==> src/rtl/led_pkg.sv <==
// Shared types and constants for the LED strip link: 24-bit word layout,
// pad nibble value and the receiver state encoding.
package led_pkg;

    localparam int BITS_PER_LED = 24;
    localparam logic [3:0] PAD_NIBBLE = 4'hF;

    typedef struct packed {
        logic [3:0] r;
        logic [3:0] pad0;
        logic [3:0] g;
        logic [3:0] pad1;
        logic [3:0] b;
        logic [3:0] pad2;
    } led_word_t;

    typedef enum logic [1:0] {
        IDLE = 2'd0,
        RECV = 2'd1,
        DONE = 2'd2
    } rx_state_t;

    // True when any filler nibble of the word differs from the pad value.
    function automatic logic pad_bad(input led_word_t w);
        return (w.pad0 != PAD_NIBBLE) || (w.pad1 != PAD_NIBBLE) || (w.pad2 != PAD_NIBBLE);
    endfunction

endpackage

==> src/rtl/led_sig_sync.sv <==
// Brings the asynchronous cko/sdo pair into the clk domain through matched
// flop chains and flags cko rising edges on the synchronized copy.
module led_sig_sync #(
    parameter int SYNC_STAGES = 2
) (
    input  logic clk,
    input  logic rstn,
    input  logic cko_i,
    input  logic sdo_i,
    output logic sdo_s,
    output logic cko_rise
);

    logic [SYNC_STAGES-1:0] cko_sync_q, cko_sync_d;
    logic [SYNC_STAGES-1:0] sdo_sync_q, sdo_sync_d;
    logic                   cko_prev_q, cko_prev_d;

    // Identical depth on both chains keeps sdo aligned to its cko edge.
    always_comb begin
        cko_sync_d = {cko_sync_q[SYNC_STAGES-2:0], cko_i};
        sdo_sync_d = {sdo_sync_q[SYNC_STAGES-2:0], sdo_i};
        cko_prev_d = cko_sync_q[SYNC_STAGES-1];
    end

    always_ff @(posedge clk or negedge rstn) begin
        if (!rstn) begin
            cko_sync_q <= '0;
            sdo_sync_q <= '0;
            cko_prev_q <= 1'b0;
        end else begin
            cko_sync_q <= cko_sync_d;
            sdo_sync_q <= sdo_sync_d;
            cko_prev_q <= cko_prev_d;
        end
    end

    assign sdo_s    = sdo_sync_q[SYNC_STAGES-1];
    assign cko_rise = cko_sync_q[SYNC_STAGES-1] & ~cko_prev_q;

endmodule

==> src/rtl/led_frame_rx.sv <==
// LED link receiver: deserializes 24-bit LED words from the synchronized
// cko/sdo pair, strobes each pixel and summarizes the frame on idle timeout.
module led_frame_rx
    import led_pkg::*;
#(
    parameter int LED_NUM     = 47,
    parameter int IDLE_CYC    = 64,
    parameter int SYNC_STAGES = 2
) (
    input  logic                       clk,
    input  logic                       rstn,
    input  logic                       enable,
    input  logic                       cko_i,
    input  logic                       sdo_i,
    output logic                       pix_valid,
    output logic [$clog2(LED_NUM)-1:0] pix_idx,
    output logic [3:0]                 pix_r,
    output logic [3:0]                 pix_g,
    output logic [3:0]                 pix_b,
    output logic                       pix_pad_err,
    output logic                       frame_done,
    output logic                       frame_err,
    output logic                       busy,
    output rx_state_t                  dbg_state
);

    localparam int IDX_W  = $clog2(LED_NUM);
    localparam int CNT_W  = $clog2(LED_NUM + 2);
    localparam int IDLE_W = $clog2(IDLE_CYC);
    localparam int BW     = BITS_PER_LED;

    localparam logic [CNT_W-1:0]  LED_NUM_C  = CNT_W'(LED_NUM);
    localparam logic [CNT_W-1:0]  WORD_SAT_C = CNT_W'(LED_NUM + 1);
    localparam logic [4:0]        LAST_BIT_C = 5'(BW - 1);
    localparam logic [IDLE_W-1:0] IDLE_TO_C  = IDLE_W'(IDLE_CYC - 1);

    logic sdo_s;
    logic cko_rise;

    led_sig_sync #(
        .SYNC_STAGES (SYNC_STAGES)
    ) u_sync (
        .clk      (clk),
        .rstn     (rstn),
        .cko_i    (cko_i),
        .sdo_i    (sdo_i),
        .sdo_s    (sdo_s),
        .cko_rise (cko_rise)
    );

    rx_state_t         state_q, state_d;
    logic [BW-1:0]     shift_q, shift_d;
    logic [4:0]        bit_cnt_q, bit_cnt_d;
    logic [CNT_W-1:0]  word_cnt_q, word_cnt_d;
    logic [IDLE_W-1:0] idle_cnt_q, idle_cnt_d;
    logic              ovf_q, ovf_d;
    logic              pix_valid_q, pix_valid_d;
    logic [IDX_W-1:0]  pix_idx_q, pix_idx_d;
    logic [3:0]        pix_r_q, pix_r_d;
    logic [3:0]        pix_g_q, pix_g_d;
    logic [3:0]        pix_b_q, pix_b_d;
    logic              pix_pad_err_q, pix_pad_err_d;
    logic              frame_done_q, frame_done_d;
    logic              frame_err_q, frame_err_d;
    led_word_t         word_next;

    always_comb begin
        state_d       = state_q;
        shift_d       = shift_q;
        bit_cnt_d     = bit_cnt_q;
        word_cnt_d    = word_cnt_q;
        idle_cnt_d    = idle_cnt_q;
        ovf_d         = ovf_q;
        pix_valid_d   = 1'b0;
        pix_idx_d     = pix_idx_q;
        pix_r_d       = pix_r_q;
        pix_g_d       = pix_g_q;
        pix_b_d       = pix_b_q;
        pix_pad_err_d = pix_pad_err_q;
        frame_done_d  = 1'b0;
        frame_err_d   = 1'b0;
        word_next     = (shift_q << 1) | BW'(sdo_s);

        if (!enable) begin
            // Abort: drop any partial word, no frame summary.
            state_d    = IDLE;
            shift_d    = '0;
            bit_cnt_d  = '0;
            word_cnt_d = '0;
            idle_cnt_d = '0;
            ovf_d      = 1'b0;
        end else begin
            case (state_q)
                IDLE: begin
                    if (cko_rise) begin
                        state_d    = RECV;
                        shift_d    = BW'(sdo_s);
                        bit_cnt_d  = 5'd1;
                        word_cnt_d = '0;
                        idle_cnt_d = '0;
                        ovf_d      = 1'b0;
                    end
                end
                RECV: begin
                    // An edge always beats a coincident idle timeout.
                    if (cko_rise) begin
                        shift_d    = word_next;
                        idle_cnt_d = '0;
                        if (bit_cnt_q == LAST_BIT_C) begin
                            bit_cnt_d = '0;
                            if (word_cnt_q < LED_NUM_C) begin
                                pix_valid_d   = 1'b1;
                                pix_idx_d     = word_cnt_q[IDX_W-1:0];
                                pix_r_d       = word_next.r;
                                pix_g_d       = word_next.g;
                                pix_b_d       = word_next.b;
                                pix_pad_err_d = pad_bad(word_next);
                            end else begin
                                ovf_d = 1'b1;
                            end
                            if (word_cnt_q < WORD_SAT_C) begin
                                word_cnt_d = word_cnt_q + 1'b1;
                            end
                        end else begin
                            bit_cnt_d = bit_cnt_q + 5'd1;
                        end
                    end else if (idle_cnt_q == IDLE_TO_C) begin
                        state_d      = DONE;
                        frame_done_d = 1'b1;
                        frame_err_d  = (word_cnt_q != LED_NUM_C) || (bit_cnt_q != 5'd0) || ovf_q;
                    end else begin
                        idle_cnt_d = idle_cnt_q + 1'b1;
                    end
                end
                DONE: begin
                    // Edges arriving here are deliberately dropped.
                    state_d    = IDLE;
                    shift_d    = '0;
                    bit_cnt_d  = '0;
                    word_cnt_d = '0;
                    idle_cnt_d = '0;
                    ovf_d      = 1'b0;
                end
                default: begin
                    state_d = IDLE;
                end
            endcase
        end
    end

    always_ff @(posedge clk or negedge rstn) begin
        if (!rstn) begin
            state_q       <= IDLE;
            shift_q       <= '0;
            bit_cnt_q     <= '0;
            word_cnt_q    <= '0;
            idle_cnt_q    <= '0;
            ovf_q         <= 1'b0;
            pix_valid_q   <= 1'b0;
            pix_idx_q     <= '0;
            pix_r_q       <= '0;
            pix_g_q       <= '0;
            pix_b_q       <= '0;
            pix_pad_err_q <= 1'b0;
            frame_done_q  <= 1'b0;
            frame_err_q   <= 1'b0;
        end else begin
            state_q       <= state_d;
            shift_q       <= shift_d;
            bit_cnt_q     <= bit_cnt_d;
            word_cnt_q    <= word_cnt_d;
            idle_cnt_q    <= idle_cnt_d;
            ovf_q         <= ovf_d;
            pix_valid_q   <= pix_valid_d;
            pix_idx_q     <= pix_idx_d;
            pix_r_q       <= pix_r_d;
            pix_g_q       <= pix_g_d;
            pix_b_q       <= pix_b_d;
            pix_pad_err_q <= pix_pad_err_d;
            frame_done_q  <= frame_done_d;
            frame_err_q   <= frame_err_d;
        end
    end

    // Strobes are masked combinationally so a disable silences them at once.
    assign pix_valid   = pix_valid_q & enable;
    assign pix_idx     = pix_idx_q;
    assign pix_r       = pix_r_q;
    assign pix_g       = pix_g_q;
    assign pix_b       = pix_b_q;
    assign pix_pad_err = pix_pad_err_q;
    assign frame_done  = frame_done_q & enable;
    assign frame_err   = frame_err_q & enable;
    assign busy        = (state_q == RECV);
    assign dbg_state   = state_q;

endmodule

==> config.mk <==
export PLATFORM = sky130hd
export DESIGN_NAME = led_frame_rx
export DESIGN_NICKNAME = d
export VERILOG_FILES = /design/src/rtl/led_pkg.sv /design/src/rtl/led_sig_sync.sv /design/src/rtl/led_frame_rx.sv
export SDC_FILE = /design/constraint.sdc
export NUM_CORES = 1
export LEC_CHECK = 0
export CAP_MARGIN = 0
export CORE_MARGIN = 1.5
export CORE_UTILIZATION = 59
export CTS_BUF_LIST = sky130_fd_sc_hd__clkbuf_4 sky130_fd_sc_hd__clkbuf_8
export DETAILED_ROUTE_END_ITERATION = 7
export PLACE_DENSITY = 0.85
export SLEW_MARGIN = 20
export SYNTH_ARGS = -nofsm -noshare
export SYNTH_HDL_FRONTEND = slang
export SYNTH_SLANG_ARGS = --single-unit
==> constraint.sdc <==
create_clock -name clk -period 2.13 [get_ports clk]
set_input_delay 0.5325 -clock clk [delete_from_list [all_inputs] [get_ports clk]]
set_output_delay 0.5325 -clock clk [all_outputs]
set_load 0.1 [all_outputs]
==> impl_metrics.yaml, run 1 <==
power_and_ir_drop:
  p_leak_nw: 2.04
  swShare_pct: 28.6
  ir_drop_mv: 0.443
  power_frac_clock_pct: 34.7
  p_switching_uw: 801
  comb_power_share_pct: 16.1
  powerDensity_mw_per_mm2: 687
  intPower_mw: 2.00
  pwr-share-seq_pct: 49.2
place:
  pre_cts_slack_ps: -49.5
  place.gp.congestion: 0.858
  port_buffers: 29
  dp_hpwl_mm: 4.44
critical_path:
  critPathMaxFanout: 6
  worstSetupStartpointType: "flip-flop"
  cp_data_required_time_ps: 2410
  endpoint_kind: "flip-flop"
  path_class: "flip-flop to flip-flop"
  arrival_ps: 2370
final_layout:
  num_antenna_cells: 0
  drive_gt1_share_pct: 31.5
  syn_to_final_growth_pct: 27.7
  nNetsFinal: 370
  post-route-util_pct: 78.8
sta:
  setup_slack_ps: 42.1
  fmax_mhz: 479
  maxSlewViolCount: 0
  period_share_pct: 98.0
  min_period_ps: 2090
  fin_setup_tns_ps: 0
  setup_viol: 0
  relSlewSlack_pct: 68.1
  hold_viol_final: 0
  tightestPinTransition_ps: 474
  skew_ps: 12.9
synth:
  synth_edf_count: 0
  syn_nets: 314
  ys_async_sr_fraction_pct: 100
  ys_seq_area_share_pct: 54.9
  yosysWarningCount: 0
  syn_inst: 301
  synth.avg_cell_area_um2: 10.6
  synth_cell_types: 51
  ys_ff_latch: 70
  netlist_area_mm2: 0.00319
  ys.flop_type: "dfrtp_1"
detailed_routing:
  drtIter0Drc: 184
  drt_wl_total_mm: 7.01
  remaining_drc_errors: 0
  dr.pass1.iters: 4
  vias_per_cell: 5.91
  final_antenna_net_count: 0
  num_vias: 2552
  avgRoutedWirePerCell_um: 16.2
floorplanning:
  core_area_mm2: 0.00517
  dieArea_mm2: 0.00586
  die_h_um: 76.5
  io_pins: 30
  num_rows: 26
  die_w_um: 76.5
  start_util_pct: 61.7
clock_tree:
  cts_buffer_depth: 2
  cts_sinks: 70
  clk_latency_ps: 350
  htreeDepth: 3
  clkTransAtPathRegs_ps: 70
  cts-root-buf: "clkbuf_8"
  cts_tree: "done"
  cts_buffers: 9
worst_hold_path:
  hp-class: "input pin to async pin"
run:
  maxCapViolCount: 0
global_routing:
  grt_usage_pct: 24.9
  grt.overflow.total: 0
  grt_pass1_wl_mm: 11.4
  grt_max_degree: 71
  grt_pass1_vias: 2425
  antenna_found_initial: 0
run_status:
  outcome: "finished, final reports clean"
==> registers in the layout, summed over array words and instances, names as in the netlist <==
name and flops:
bit_cnt_q 5, u_sync.cko_prev_q 1, pix_idx 6, pix_b 4
u_sync.cko_sync_q 2, idle_cnt_q 6, dbg_state 2, pix_valid_q 1
frame_err_q 1, pix_g 4, shift_q 23, u_sync.sdo_sync_q 2
frame_done_q 1, word_cnt_q 6, pix_r 4, ovf_q 1
pix_pad_err 1
==> layout make-up <==
class | instances | area, um2
fillers | 324 | 1100
inverters | 7 | 31.3
flip-flops and latches | 70 | 1760
repair buffers | 61 | 607
clock buffers | 11 | 145
clock inverters | 5 | 33.8
multi-input cells | 208 | 1410
well taps | 70 | 87.6
==> cells by family (layout without fill, tap and decap cells) <==
kind of cell               Yosys count  in the layout  share of synthesized area, %
buffers and inverters               23             84                          3.18
adders and majority gates            8              8                          3.14
AOI/OAI and AO/OA                   44             44                          10.9
muxes                               20             20                          7.06
DFF                                 70             70                          54.9
and+or+nand+nor                    136            136                          20.8
==> worst paths after layout <==
check	start	to	slack, ps	cells after the start
worst max-delay path	dbg_state[0]$_DFFE_PN0P_	word_cnt_q[0]$_DFFE_PN0P_	40	7
worst min-delay path	rstn	word_cnt_q[3]$_DFFE_PN0P_	190	2
worst max register to register	dbg_state[0]$_DFFE_PN0P_	word_cnt_q[0]$_DFFE_PN0P_	40	7
worst min register to register	u_sync.sdo_sync_q[0]$_DFF_PN0_	u_sync.sdo_sync_q[1]$_DFF_PN0_	370	0
max in group asynchronous	rstn	dbg_state[1]$_DFFE_PN0P_	1610	2
min in group clk	u_sync.sdo_sync_q[0]$_DFF_PN0_	u_sync.sdo_sync_q[1]$_DFF_PN0_	370	0
==> through the flow <==
stage                     power, mW  hold slack (ps)  cell area, um2  std cells
after global routing           2.89              245            4080        432
final                          2.80              190            4080        432
after detailed placement       1.81              336            3800        410
after CTS                      2.78              216            3990        426
after global placement         1.80              333            3800        410
after floorplan                1.65              237            3270        301
==> power groups by stage <==
stage / logic [mW] / registers [mW] / clock network [mW]
5_1_grt: 0.483 / 1.38 / 1.03
4_1_cts: 0.418 / 1.38 / 0.980
6_report: 0.450 / 1.38 / 0.972
3_5_place_dp: 0.413 / 1.40 / 0
3_3_place_gp: 0.400 / 1.40 / 0
2_1_floorplan: 0.230 / 1.42 / 0
==> layout by cell type (no fill, tap or decap), drive strengths merged, types with 3 or more instances in the layout <==
cell type / netlist / final
a21o: 3 / 3
a21oi: 9 / 9
a22o: 3 / 3
and2: 6 / 6
and3: 4 / 4
buf: 8 / 57
clkbuf: 8 / 12
dfrtp: 70 / 70
ha: 8 / 8
inv: 7 / 8
mux2: 20 / 20
nand2: 59 / 59
nand3: 30 / 30
nand4: 8 / 8
nor2: 9 / 9
nor3: 6 / 6
o21ai: 3 / 3
==> synthesized netlist by cell type (2+ instances only) <==
library cell / number / area share [%]
mux2_2: 19 / 6.7
dfrtp_1: 70 / 55
nor2b_1: 2 / 0.39
a211o_1: 2 / 0.55
a22oi_1: 2 / 0.47
clkbuf_1: 8 / 0.94
a21o_1: 3 / 0.71
o211ai_1: 2 / 0.47
ha_1: 8 / 3.1
buf_2: 6 / 0.94
nand4_1: 8 / 1.6
o21ai_0: 3 / 0.47
inv_1: 7 / 0.82
buf_4: 2 / 0.47
and3_1: 4 / 0.78
nor2_1: 9 / 1.1
nor3_1: 6 / 0.94
o31ai_1: 2 / 0.47
or4_1: 2 / 0.47
a21oi_1: 9 / 1.4
nand3_1: 30 / 4.7
a22o_1: 3 / 0.82
o2bb2ai_1: 2 / 0.55
and2_1: 6 / 1.2
nand2_1: 59 / 6.9
o22a_1: 2 / 0.55
==> layer usage <==
metal | share of wire, % | vias up | track usage (%)
li1 | - | 1194 | -
met1 | 43 | 1266 | 32.8
met2 | 51 | 75 | 41.1
met3 | 3.7 | 17 | 3.35
met4 | 1.9 | 0 | 11.3
met5 | 0 | - | 0
==> what timing repair did <==
action	4_1_cts	5_1_grt
pin swaps	1	2
setup endpoints to repair	7	6
gates cloned	0	1
hold buffers	0	0
resized for setup	4	8
buffers inserted	0	5
==> worst max-delay path, stage by stage (launching register included) <==
cell	delay (ps)
dfrtp_4	520
inv_4	80
ha_2	180
or3b_4	410
o211a_4	180
buf_4	140
a2111oi_4	310
mux2_4	200
(Power assumes the default switching activity.)
==> run 2, diff against run 1 <==
--- a/config.mk
+++ b/config.mk
@@ -5,9 +5,10 @@
 export SDC_FILE = /design/constraint.sdc
 export NUM_CORES = 1
 export LEC_CHECK = 0
+export ABC_AREA = 1
 export CAP_MARGIN = 0
 export CORE_MARGIN = 1.5
-export CORE_UTILIZATION = 59
+export CORE_UTILIZATION = 60
 export CTS_BUF_LIST = sky130_fd_sc_hd__clkbuf_4 sky130_fd_sc_hd__clkbuf_8
 export DETAILED_ROUTE_END_ITERATION = 7
 export PLACE_DENSITY = 0.85
==> constraint.sdc (replaced) <==
create_clock -name clk -period 2.13 [get_ports clk]
set_input_delay 0.5325 -clock clk [delete_from_list [all_inputs] [get_ports clk]]
set_output_delay 0.5325 -clock clk [all_outputs]
set_load 0.02 [all_outputs]
==> run 2 against run 1 <==
Non-clock buffer count fell by 7. Highest routed layer unchanged. Largest power group unchanged. Combinational power rose to 2.8 times the previous value. Via count rose by 3.4%.
==> impl_metrics.yaml, run 2 <==
sta:
  hold_viol_final: 0
  tightestPinTransition_ps: 547
  setup_viol: 0
  fin_hold_ws_ps: 156
  relSlewSlack_pct: 63.6
  fin_setup_tns_ps: 0
  maxSlewViolCount: 0
  period_share_pct: 97.0
  setup_slack_ps: 63.7
  rsz0062_at_grt: "no"
  fmax_mhz: 484
  min_period_ps: 2070
  skew_ps: 14.3
critical_path:
  reg2regPathDepth: 12
  arrival_ps: 1530
  endpoint: "pix_valid"
  cp_data_required_time_ps: 1600
  crit_start: "enable"
  r2r-start: "dbg_state[1]$_DFFE_PN0P_"
  endpoint_kind: "primary output"
  worst-r2r-setup-slack_ps: 320
  worstSetupStartpointType: "input pin"
  timing.rr.end: "word_cnt_q[2]$_DFFE_PN0P_"
  path_class: "input pin to primary output"
  critPathMaxFanout: 4
final_layout:
  final_cell_mix: "87 x nand2_1, 70 x dfrtp_1, 47 x inv_1"
  finalInstanceArea_mm2: 0.00412
  regMostFlops: "shift_q"
  syn_to_final_growth_pct: 20.5
  largest_reg_flops: 23
  stdcell_count: 504
  post-route-util_pct: 74.8
  nNetsFinal: 440
  num_antenna_cells: 0
  drive_gt1_share_pct: 21.8
  final_common_cell: "nand2_1"
power_and_ir_drop:
  p_total_mw: 3.93
  p_switching_mw: 1.34
  powerDensity_mw_per_mm2: 954
  ir_drop_mv: 0.744
  intPower_mw: 2.59
  p_leak_nw: 1.96
  pwr-share-seq_pct: 37.5
  comb_power_share_pct: 31.8
  swShare_pct: 34.1
  power_frac_clock_pct: 30.8
global_routing:
  antenna_found_initial: 0
  grt_pass1_wl_mm: 11.7
  grt_pass1_vias: 2588
  grt.overflow.total: 0
  grt_usage_pct: 24.9
  grt_max_degree: 34
place:
  place.gp.congestion: 0.913
  dp_hpwl_mm: 4.78
  postPlaceCellArea_mm2: 0.00390
  port_buffers: 29
  dp_cells: 488
  pre_cts_slack_ps: -256
clock_tree:
  clk_latency_ps: 350
  cts_sinks: 70
  cts-root-buf: "clkbuf_8"
  hold_buffers: 0
  clkTransAtPathRegs_ps: 80
  cts_tree: "done"
  cts_buffers: 9
  cts_buffer_depth: 2
  htreeDepth: 3
floorplanning:
  core_area_mm2: 0.00551
  num_rows: 27
  start_util_pct: 62.1
  dieArea_mm2: 0.00616
  io_pins: 30
  die_h_um: 78.5
  die_w_um: 78.5
synth:
  synth_cell_types: 30
  syn_inst: 376
  ys_seq_area_share_pct: 51.2
  synth_fa_ha_area_share_pct: 2.93
  synth_largest_area_cell: "dfrtp_1"
  synth.avg_cell_area_um2: 9.09
  synth.most_common_cell: "nand2_1"
  synth_top_family_by_area: "simple AND/OR/NAND/NOR gates"
  synth_mux_area_share_pct: 0
  ys_ff_latch: 70
  synth-compound-area-share_pct: 13.1
  ys.flop_type: "dfrtp_1"
  synth_edf_count: 0
  netlist_area_mm2: 0.00342
  synth_common_cells: "87 x nand2_1, 70 x dfrtp_1, 47 x inv_1"
  synthXorXnorAreaFrac_pct: 0.256
  yosysWarningCount: 0
  yosys.area_share.simple_pct: 22.7
  synth_top_area_share_pct: 51.2
  ys_async_sr_fraction_pct: 100
  synth.area.top_cells: "dfrtp_1 51%, nand2_1 9.5%, o21ai_2 8.2%"
  syn_nets: 389
worst_hold_path:
  hp-class: "input pin to async pin"
detailed_routing:
  vias_per_cell: 5.24
  final_antenna_net_count: 0
  drtIter0Drc: 223
  dr.pass1.iters: 4
  drt_wl_total_mm: 6.70
  num_vias: 2640
  remaining_drc_errors: 0
  avgRoutedWirePerCell_um: 13.3
run:
  maxCapViolCount: 0
run_status:
  outcome: "finished, final reports clean"
==> run 2: worst min-delay path by stage <==
stage / cells after the start / startpoint / end / slack (ps)
finish: 1 / rstn / pix_g[2]$_DFFE_PN0P_ / 160
global route: 1 / rstn / pix_g[2]$_DFFE_PN0P_ / 190
CTS: 1 / rstn / pix_g[2]$_DFFE_PN0P_ / 180
detailed placement: 0 / u_sync.sdo_sync_q[0]$_DFF_PN0_ / u_sync.sdo_sync_q[1]$_DFF_PN0_ / 350
global placement: 0 / u_sync.sdo_sync_q[0]$_DFF_PN0_ / u_sync.sdo_sync_q[1]$_DFF_PN0_ / 330
floorplan: 0 / rstn / bit_cnt_q[0]$_DFFE_PN0P_ / 240
==> run 2: layout make-up <==
| type | instances | area, um2 |
|---|---|---|
| repair buffers | 54 | 519 |
| inverters | 51 | 196 |
| flip-flops and latches | 70 | 1750 |
| well taps | 72 | 90.1 |
| clock buffers | 11 | 145 |
| fillers | 382 | 1390 |
| multi-input cells | 241 | 1340 |
| clock inverters | 5 | 82.6 |
==> run 2: worst max-delay path, stage by stage <==
cell	delay [ps]
clkdlybuf4s50_1	540
nand2_1	80
inv_1	80
clkdlybuf4s15_1	300
==> run 2: timing repair <==
item	4_1_cts	5_1_grt
resized for setup	4	1
setup endpoints to repair	4	1
setup buffers	0	0
hold endpoints to repair	0	0
==> run 2: cell families (layout without fill, tap and decap cells) <==
logic type / Yosys count / after routing
and+or+nand+nor: 168 / 168
DFF: 70 / 70
buffers and inverters: 65 / 121
AOI/OAI and AO/OA: 64 / 64
adders and majority gates: 8 / 8
xor gates and xnor gates: 1 / 1
==> run 2: per-layer routing <==
| metal | wire (um) | global-route usage, % |
|---|---|---|
| met2 | 3320 | 39.7 |
| met3 | 288 | 6.51 |
| met4 | 161 | 10.2 |
| met5 | 0 | 0 |
| met1 | 2930 | 32.4 |
==> run 2: power by group through the flow <==
stage / sequential (mW) / combinational (mW) / clock (mW)
global placement: 1.49 / 1.20 / 0
finish: 1.47 / 1.25 / 1.21
CTS: 1.47 / 1.25 / 1.21
detailed placement: 1.49 / 1.23 / 0
floorplan: 1.50 / 0.866 / 0
global route: 1.48 / 1.38 / 1.29
